File: src/rtl/mips_pkg.sv
// Shared definitions for the MIPS fetch path: reset/exception addresses,
// the PC-unit state encoding and the next-PC source select codes.
package mips_pkg;

   localparam logic [31:0] RESET_PC_DEF   = 32'h0000_3000;
   localparam logic [31:0] EXC_VEC_DEF    = 32'h0000_4180;
   localparam logic [31:0] IMEM_BASE_DEF  = 32'h0000_3000;
   localparam logic [31:0] IMEM_BYTES_DEF = 32'h0000_2000;

   typedef enum logic [1:0] {
      RUN   = 2'd0,
      FLUSH = 2'd1
   } pc_state_e;

   typedef enum logic [2:0] {
      SEQ  = 3'd0,
      BR   = 3'd1,
      J    = 3'd2,
      JR   = 3'd3,
      EXC  = 3'd4,
      ERET = 3'd5
   } npc_sel_e;

   function automatic logic [31:0] sext_shift2(input logic [15:0] imm);
      return {{14{imm[15]}}, imm, 2'b00};
   endfunction

endpackage

File: src/rtl/if_pc_unit_npc_calc.sv
// Combinational next-PC calculation: computes the candidate targets and
// picks the source by exception > eret > jr > jump > taken branch > sequential.
module npc_calc
   import mips_pkg::*;
#(
   parameter logic [31:0] EXC_VEC = EXC_VEC_DEF
) (
   input  logic [31:0] pc,
   input  logic        in_run,
   input  logic        cmp_result,
   input  logic        id_is_branch,
   input  logic        id_is_jump,
   input  logic        id_is_jr,
   input  logic [31:0] id_pc,
   input  logic [15:0] id_imm16,
   input  logic [25:0] id_instr_index,
   input  logic [31:0] id_rs_val,
   input  logic        exc_req,
   input  logic        eret_req,
   input  logic [31:0] epc,
   output logic [31:0] npc,
   output npc_sel_e    sel
);

   logic [31:0] seq;
   logic [31:0] id_pc4;
   logic [31:0] btarget;
   logic [31:0] jtarget;

   assign seq     = pc + 32'd4;
   assign id_pc4  = id_pc + 32'd4;
   assign btarget = id_pc4 + sext_shift2(id_imm16);
   assign jtarget = {id_pc4[31:28], id_instr_index, 2'b00};

   // ID fields are only trusted in RUN; after a flush ID holds a squashed instruction
   always_comb begin
      sel = SEQ;
      npc = seq;
      if (exc_req) begin
         sel = EXC;
         npc = EXC_VEC;
      end else if (eret_req) begin
         sel = ERET;
         npc = epc;
      end else if (in_run && id_is_jr) begin
         sel = JR;
         npc = id_rs_val;
      end else if (in_run && id_is_jump) begin
         sel = J;
         npc = jtarget;
      end else if (in_run && id_is_branch && cmp_result) begin
         sel = BR;
         npc = btarget;
      end
   end

endmodule

File: src/rtl/if_pc_unit.sv
// IF-stage program counter: holds the fetch PC, tracks the post-exception
// flush cycle, marks delay slots and counts taken control transfers.
module if_pc_unit
   import mips_pkg::*;
#(
   parameter logic [31:0] RESET_PC   = RESET_PC_DEF,
   parameter logic [31:0] EXC_VEC    = EXC_VEC_DEF,
   parameter logic [31:0] IMEM_BASE  = IMEM_BASE_DEF,
   parameter logic [31:0] IMEM_BYTES = IMEM_BYTES_DEF
) (
   input  logic        clk,
   input  logic        reset,
   input  logic        stall,
   input  logic        cmp_result,
   input  logic        id_is_branch,
   input  logic        id_is_jump,
   input  logic        id_is_jr,
   input  logic [31:0] id_pc,
   input  logic [15:0] id_imm16,
   input  logic [25:0] id_instr_index,
   input  logic [31:0] id_rs_val,
   input  logic        exc_req,
   input  logic        eret_req,
   input  logic [31:0] epc,
   output logic [31:0] pc,
   output logic        if_bd,
   output logic        if_adel,
   output logic [31:0] redirect_cnt
);

   localparam logic [31:0] IMEM_END = IMEM_BASE + IMEM_BYTES;

   pc_state_e   state_q, state_d;
   logic [31:0] pc_q, pc_d;
   logic        bd_q, bd_d;
   logic [31:0] cnt_q, cnt_d;
   logic [31:0] npc;
   npc_sel_e    sel;
   logic        in_run;

   assign in_run = (state_q == RUN);

   npc_calc #(
      .EXC_VEC(EXC_VEC)
   ) u_npc_calc (
      .pc             (pc_q),
      .in_run         (in_run),
      .cmp_result     (cmp_result),
      .id_is_branch   (id_is_branch),
      .id_is_jump     (id_is_jump),
      .id_is_jr       (id_is_jr),
      .id_pc          (id_pc),
      .id_imm16       (id_imm16),
      .id_instr_index (id_instr_index),
      .id_rs_val      (id_rs_val),
      .exc_req        (exc_req),
      .eret_req       (eret_req),
      .epc            (epc),
      .npc            (npc),
      .sel            (sel)
   );

   // exc/eret override a stall; FLUSH always lasts one cycle even if stalled
   always_comb begin
      state_d = RUN;
      pc_d    = pc_q;
      bd_d    = bd_q;
      cnt_d   = cnt_q;
      if (exc_req || eret_req) begin
         state_d = FLUSH;
         pc_d    = npc;
         bd_d    = 1'b0;
      end else if (!stall) begin
         pc_d = npc;
         bd_d = in_run && (id_is_branch || id_is_jump || id_is_jr);
         if (sel == BR || sel == J || sel == JR) begin
            cnt_d = cnt_q + 32'd1;
         end
      end
   end

   always_ff @(posedge clk or posedge reset) begin
      if (reset) begin
         state_q <= RUN;
         pc_q    <= RESET_PC;
         bd_q    <= 1'b0;
         cnt_q   <= 32'd0;
      end else begin
         state_q <= state_d;
         pc_q    <= pc_d;
         bd_q    <= bd_d;
         cnt_q   <= cnt_d;
      end
   end

   assign pc           = pc_q;
   assign if_bd        = bd_q;
   assign redirect_cnt = cnt_q;
   assign if_adel      = (pc_q[1:0] != 2'b00) || (pc_q < IMEM_BASE) || (pc_q >= IMEM_END);

endmodule
File: config.mk
export PLATFORM = sky130hd
export DESIGN_NAME = if_pc_unit
export DESIGN_NICKNAME = d
export VERILOG_FILES = /design/src/rtl/mips_pkg.sv /design/src/rtl/if_pc_unit_npc_calc.sv /design/src/rtl/if_pc_unit.sv
export SDC_FILE = /design/constraint.sdc
export NUM_CORES = 1
export LEC_CHECK = 0
export CORE_UTILIZATION = 42
export CTS_CLUSTER_DIAMETER = 40
export CTS_CLUSTER_SIZE = 8
export DETAILED_ROUTE_END_ITERATION = 16
export PLACE_DENSITY = 0.76
export SYNTH_ARGS = -nofsm -noshare
export SYNTH_HDL_FRONTEND = slang
export SYNTH_SLANG_ARGS = --single-unit
File: constraint.sdc
create_clock -name clk -period 2.4 [get_ports clk]
set_clock_uncertainty 0.2 [all_clocks]
set_input_delay 0.6 -clock clk [delete_from_list [all_inputs] [get_ports clk]]
set_output_delay 0.6 -clock clk [all_outputs]
set_load 0.05 [all_outputs]
==> summary.md <==
| Metric | Value |
|---|---|
| Util after Layout | `83.78%` |
| Most frequently used flop master after synthesis | `sky130_fd_sc_hd__dfrtp_1` |
| Post-detailed-routing wire length | `33740 um` |
| Worst path setup slack after routing | `-1.310 ns` |
| Critical path class | `in -> reg` |
| Distinct cells, synth | `69` |
| Startpoint types | `input pin` |
| Count of nets after finishing | `1554` |
| Violated checks | `negative setup slack` |
| Worst max-slew margin expressed relative to the limit | `64.40%` |
| Fraction of synthesized cell area taken by the top area cell type | `24.13%` |
| Outcome | `complete, but fails checks` |
| Number of cells in the design after placement | `1499` |
| Highest clock frequency the design can meet | `0.2695 GHz` |
| Post-DP HPWL | `21950 um` |
| Total number of vias | `9433` |
| Clock tree from TritonCTS | `yes` |
| Number of design rule violations left after detail routing | `0` |
| Vias per cell | `5.955` |
| Post-synthesis instance total | `858` |
| Hold violation total from the final report | `0` |
| Commonest non-fill, non-tap cell in the layout | `sky130_fd_sc_hd__buf_4` |
| Fraction of registers with async set/reset | `100.0%` |
| Detailed Routing Iterations Pass 1 | `8` |
| Time the worst path needs with I/O delays and setup | `3.710 ns` |
| RR Startpoint | `pc[2]` |
| Remaining antenna violation count | `0` |
| Req. time, crit path | `2.42 ns` |
| Ranking of synthesized cells by area | `sky130_fd_sc_hd__dfrtp_1, sky130_fd_sc_hd__xnor2_1, sky130_fd_sc_hd__ha_1` |
| Initial cell density of the core | `43.34%` |
| Share of synthesized area spent on multiplexers | `0.6221%` |
| Port-buffer cells | `212` |
| Sequential cell area fraction in the yosys report | `24.92%` |
| Register clock-pin slew on the reported worst setup and hold paths | `0.06 ns` |
| EDFF count, synth | `0` |
| Class of the worst hold path | `reg -> reg` |
| Cts bufs inserted | `9` |
| Post-layout instance count excluding filler cells | `1584` |
| Adder-cell share of the synthesized area | `7.465%` |
| Worst-Margin Slew | `0.5331 ns` |
| Post-route design area | `12830 sq um` |
| Placeable Area | `15310 sq um` |
| Highest-count cells in the layout ignoring fill and taps | `sky130_fd_sc_hd__buf_4, sky130_fd_sc_hd__clkdlybuf4s50_1, sky130_fd_sc_hd__nand2_1, sky130_fd_sc_hd__nor2_1, sky130_fd_sc_hd__dfrtp_1` |
| Number of top-level pins | `213` |
| Pins over their slew limit | `0` |
| Max VDD drop | `0.2914 mV` |
| Combined area of all synthesized cells | `6638 sq um` |
| Syn Area/Cell | `7.736 sq um` |
| Dominant combinational cell family by area after synthesis | `simple AND/OR/NAND/NOR gates` |
| Antenna cell count | `0` |
| Largest net degree at the start of global routing | `36` |
| Cell chosen for the clock root | `sky130_fd_sc_hd__clkbuf_16` |
| Critical hold path startpoint | `redirect_cnt[31]` |
| Pleak | `0.005927 uW` |
| Launching instance or port of the critical path | `id_pc[8]` |
| CTS Buffer Depth | `2` |
| Clock latency on the worst-skew pair | `0.34 ns` |
| Pwr Density | `406.6 nW/um^2` |
| Fillcell total | `906` |
| Xor-xnor portion of the synthesized cell area | `13.57%` |
| Global-route wire length before repair | `45310 um` |
| Compound-Gate Fraction of Synth Area | `23.19%` |
| Leading area contributor after synthesis | `sky130_fd_sc_hd__dfrtp_1` |
| RSZ-0062 raised after global routing | `true` |
| Aggregate global-route resource usage | `35.58%` |
| Width of the die | `127.7 um` |
| Share of synthesized cell area in and, or, nand and nor gates | `26.48%` |
| Htree depth | `3` |
| Drt wl/cell | `21.30 um` |
| Nature of the critical path endpoint | `flop` |
| Proportion of layout cells with a drive suffix above 1 | `42.83%` |
| Number of antenna violations at the first check in global routing | `0` |
| Worst Path Arrival | `3.73 ns` |
| Number of clock sinks | `66` |
| Total cell area at the placement stage | `10880 sq um` |
| Routability Congestion | `0.9735` |
| Detailed Route Iter0 Violations | `889` |
| Row Count | `45` |
| Ratio of final minimum period to clock period | `154.6%` |
| Die height | `127.7 um` |
| Total global routing overflow | `0` |
| Die footprint | `16310 sq um` |
| Largest fanout of any net on the critical path | `5` |
| Flop and latch count out of synthesis | `66` |
| Layout overhead on the synthesized area | `93.31%` |
| Overall power after layout | `5217 uW` |
| Net Count, Synth | `1044` |
| Synth Warn # | `0` |
| Vias in the first global route | `8965` |
| Setup violators final | `27` |
| Max-cap violations | `0` |
## Yosys cell counts (all sizes together) (5+ instances only)
cell type / instances
or3: 6
nand2: 110
o21a: 6
a221oi: 6
a22o: 6
and4: 7
a211oi: 16
buf: 6
clkbuf: 30
a21oi: 78
o21ai: 46
o221ai: 5
nor2: 84
a31oi: 13
nand3: 38
xor2: 34
nand4: 27
nand2b: 14
dfrtp: 64
nor4: 8
a21o: 14
inv: 21
o31ai: 7
xnor2: 68
o21bai: 7
and2: 5
ha: 38
and3: 18
nor3: 18
a22oi: 5
o22ai: 8
o211ai: 5
## through the flow
stage / setup WS, ns / setup TNS [ns] / hold slack (ns)
floorplan: -0.9776 / -16.24 / 0.4054
global placement: -1.788 / -49.61 / 0.2547
detailed placement: -1.940 / -53.08 / 0.2586
CTS: -1.022 / -17.46 / 0.2685
global route: -1.469 / -26.33 / 0.2713
finish: -1.310 / -23.90 / 0.2660
## layout make-up
class / instances / area [sq um] / share of cell area [%]
inverters: 21 / 87.58 / 0.6826
multi-input cells: 735 / 5853 / 45.62
repair buffers: 535 / 4667 / 36.37
clock inverters: 5 / 55.05 / 0.4291
flip-flops and latches: 66 / 1662 / 12.95
well taps: 211 / 264.0 / 2.058
clock buffers: 11 / 242.7 / 1.892
## final timing paths
kind,end,slack [ns],depth (start not counted)
worst max-delay path,pc[31],-1.31,17
worst min-delay path,redirect_cnt[31],0.27,1
worst max register to register,pc[24],-0.19,8
worst min register to register,redirect_cnt[31],0.27,1
max in group asynchronous,pc[22],1.07,3
min in group asynchronous,redirect_cnt[16],0.55,3
## worst max-delay path: stages
cell and delay [ns]:
sky130_fd_sc_hd__buf_6 0.07, sky130_fd_sc_hd__nand4_1 0.15, sky130_fd_sc_hd__buf_4 0.19, sky130_fd_sc_hd__nor3_2 0.11
sky130_fd_sc_hd__buf_4 0.17, sky130_fd_sc_hd__and4_4 0.26, sky130_fd_sc_hd__xor2_4 0.10, sky130_fd_sc_hd__buf_6 0.13
sky130_fd_sc_hd__ha_4 0.28, sky130_fd_sc_hd__buf_6 0.10, sky130_fd_sc_hd__nand4_1 0.22, sky130_fd_sc_hd__nor4_2 0.52
sky130_fd_sc_hd__o21ai_2 0.15, sky130_fd_sc_hd__nand2_1 0.12, sky130_fd_sc_hd__o21ai_2 0.08, sky130_fd_sc_hd__xnor2_2 0.16
sky130_fd_sc_hd__a221o_1 0.30
## sequential cells by signal (all words and copies together), names as in the netlist
signal	count
if_bd	1
pc	32
redirect_cnt	32
state_q	1
## power by group
part           total [uW]  switching (uW)  internal [uW]
sequential           1270            90.4           1180
clock                1340             507            829
combinational        2610            1350           1260
total                5220            1950           3270
## cells by family (layout without fill, tap and decap cells)
logic type	after synthesis	in the layout
adder cells (fa/ha/maj)	39	39
flip-flops	66	66
multiplexers	4	4
buffers and inverters	57	572
AO/OA/AOI/OAI	241	241
AND/OR/NAND/NOR	349	349
XOR/XNOR	102	102
## layer usage
metal	track usage, %	vias to the layer above	wire [um]
met5	0	-	0
met4	17.44	0	2091
met3	5.467	194	3026
met2	62.71	678	16370
met1	42.22	4424	12260
li1	-	4137	-
## repair_timing
item | 4_1_cts | 5_1_grt
endpoints found under the setup margin | 46 | 43
pin swaps | 107 | 104
hold buffers | 0 | 0
gates resized for setup | 182 | 134
setup buffers | 37 | 41
No activity file was read; power rests on OpenSTA's default activity.
==> variant: new RTL, same flow settings <==
Register the output `redirect_cnt` once more, cleared by the reset; this adds one clock of latency there. The other outputs are not delayed to match.
--- a/src/rtl/if_pc_unit.sv
+++ b/src/rtl/if_pc_unit.sv
@@ -96,5 +96,11 @@
    assign pc           = pc_q;
    assign if_bd        = bd_q;
-   assign redirect_cnt = cnt_q;
+   always_ff @(posedge clk or posedge reset) begin
+      if (reset) begin
+         redirect_cnt <= '0;
+      end else begin
+         redirect_cnt <= cnt_q;
+      end
+   end
    assign if_adel      = (pc_q[1:0] != 2'b00) || (pc_q < IMEM_BASE) || (pc_q >= IMEM_END);
 
Formal check against the unedited RTL: not equivalent (Yosys sat finds a counterexample within 4 cycles, from zero or initial values and one cycle with reset high).
==> variant against the original RTL <==
The run still ends with negative setup slack left. Sequential cell count rose by 32. Power up 13%. Setup slack better by 100 ps. Maximum frequency up 2.9%. Via count grew 1.1%. Wire length is 3.0% lower. Area after synthesis rose by 11%. Hold slack lost 57 ps. Cell area up 3.6%. Largest power group unchanged.
==> variant: results (changes against the original RTL) <==
[outcome]
status = finished with violations  ; unchanged
violations = negative setup slack  ; unchanged

[placement]
place_area_sq_um = 11700  ; was 10880 sq um
globalplace.congestion = 0.9213  ; was 0.9735
dp.cells = 1537  ; was 1499

[cts]
cts_setup_buffers = 39  ; was 37
cts.repair.resized = 195  ; was 182

[detailed_routing]
wl_met3_mm = 3.325  ; was 3.026 mm
met2_length_mm = 15.27  ; was 16.37 mm

[power]
p_seq_frac = 0.307  ; was 0.244
vdd_ir_drop_max_mv = 0.3950  ; was 0.2914 mV
p_leak_nw = 5.961  ; was 5.927 nW
powerDensity_nw_per_um2 = 445.1  ; was 406.6 nW/um^2
swShare = 0.3564  ; was 0.3735
p_switching_mw = 2.109  ; was 1.949 mW

[layout]
multi_input_cells = 727  ; was 735
fill_cells = 1077  ; was 906
clk_share = 0.02277  ; was 0.02321
buffers = 520  ; was 535
multi_input_area_sq_um = 5627  ; was 5853 sq um
final-seq-area_sq_um = 2460  ; was 1662 sq um
fin_util = 0.7907  ; was 0.8378
inverters = 24  ; was 21
buffer_area_frac = 0.3414  ; was 0.3637

[logic_synthesis]
synth_xor_area_frac = 0.1158  ; was 0.1357
yosys.cell_types.count = 63  ; was 69
syn-num-nets = 1074  ; was 1044
ys_seq_area_frac = 0.3346  ; was 0.2492
synth_area_leaders = dfrtp_1 (33%), xnor2_1 (7.5%), ha_1 (6.5%), nand2_1 (4.8%), nor2_1 (4.7%)  ; was dfrtp_1 (24%), xnor2_1 (8.8%), ha_1 (7.2%), nand2_1 (6.1%), a21oi_1 (5.9%)

[grt]
grt_first_pass_wirelength_mm = 45.70  ; was 45.31 mm
antenna_found_initial = 2  ; was 0
grt_util_met1 = 0.4058  ; was 0.4222
use_met2 = 0.5610  ; was 0.6271

[critical_path]
crit_arrival_ps = 3640  ; was 3730 ps
max_stage_delay_ps = 460  ; was 520 ps
cp_top_family = compound AO/OA/AOI/OAI gates  ; was simple AND/OR/NAND/NOR gates

[sta]
layout_setup_ws_ps = -1207  ; was -1310 ps
setup_viol = 32  ; was 27

## variant: cell types whose count changed after synthesis, moves of 6 or more
cell	unedited run	this run
dfrtp_1	64	96
nand2_1	108	93
nand3_1	35	49
a21oi_1	78	65
nor2_1	80	91
clkbuf_1	29	36
nand2b_1	14	7
a31oi_1	13	7
nor3_1	14	20
## variant: path summary, 6_finish.rpt
path,from,to,slack [ps],cells past startpoint
setup / recovery,id_pc[2],pc[24]$_DFFE_PP0P_,-1210,16
hold / removal,cnt_q[31]$_DFFE_PP0P_,redirect_cnt[31]$_DFF_PP0_,210,0
setup reg to reg,pc[12]$_DFFE_PP1P_,pc[27]$_DFFE_PP0P_,-380,8
hold reg to reg,cnt_q[31]$_DFFE_PP0P_,redirect_cnt[31]$_DFF_PP0_,210,0
max in group asynchronous,reset,pc[27]$_DFFE_PP0P_,980,3
min in group asynchronous,reset,pc[16]$_DFFE_PP0P_,440,2
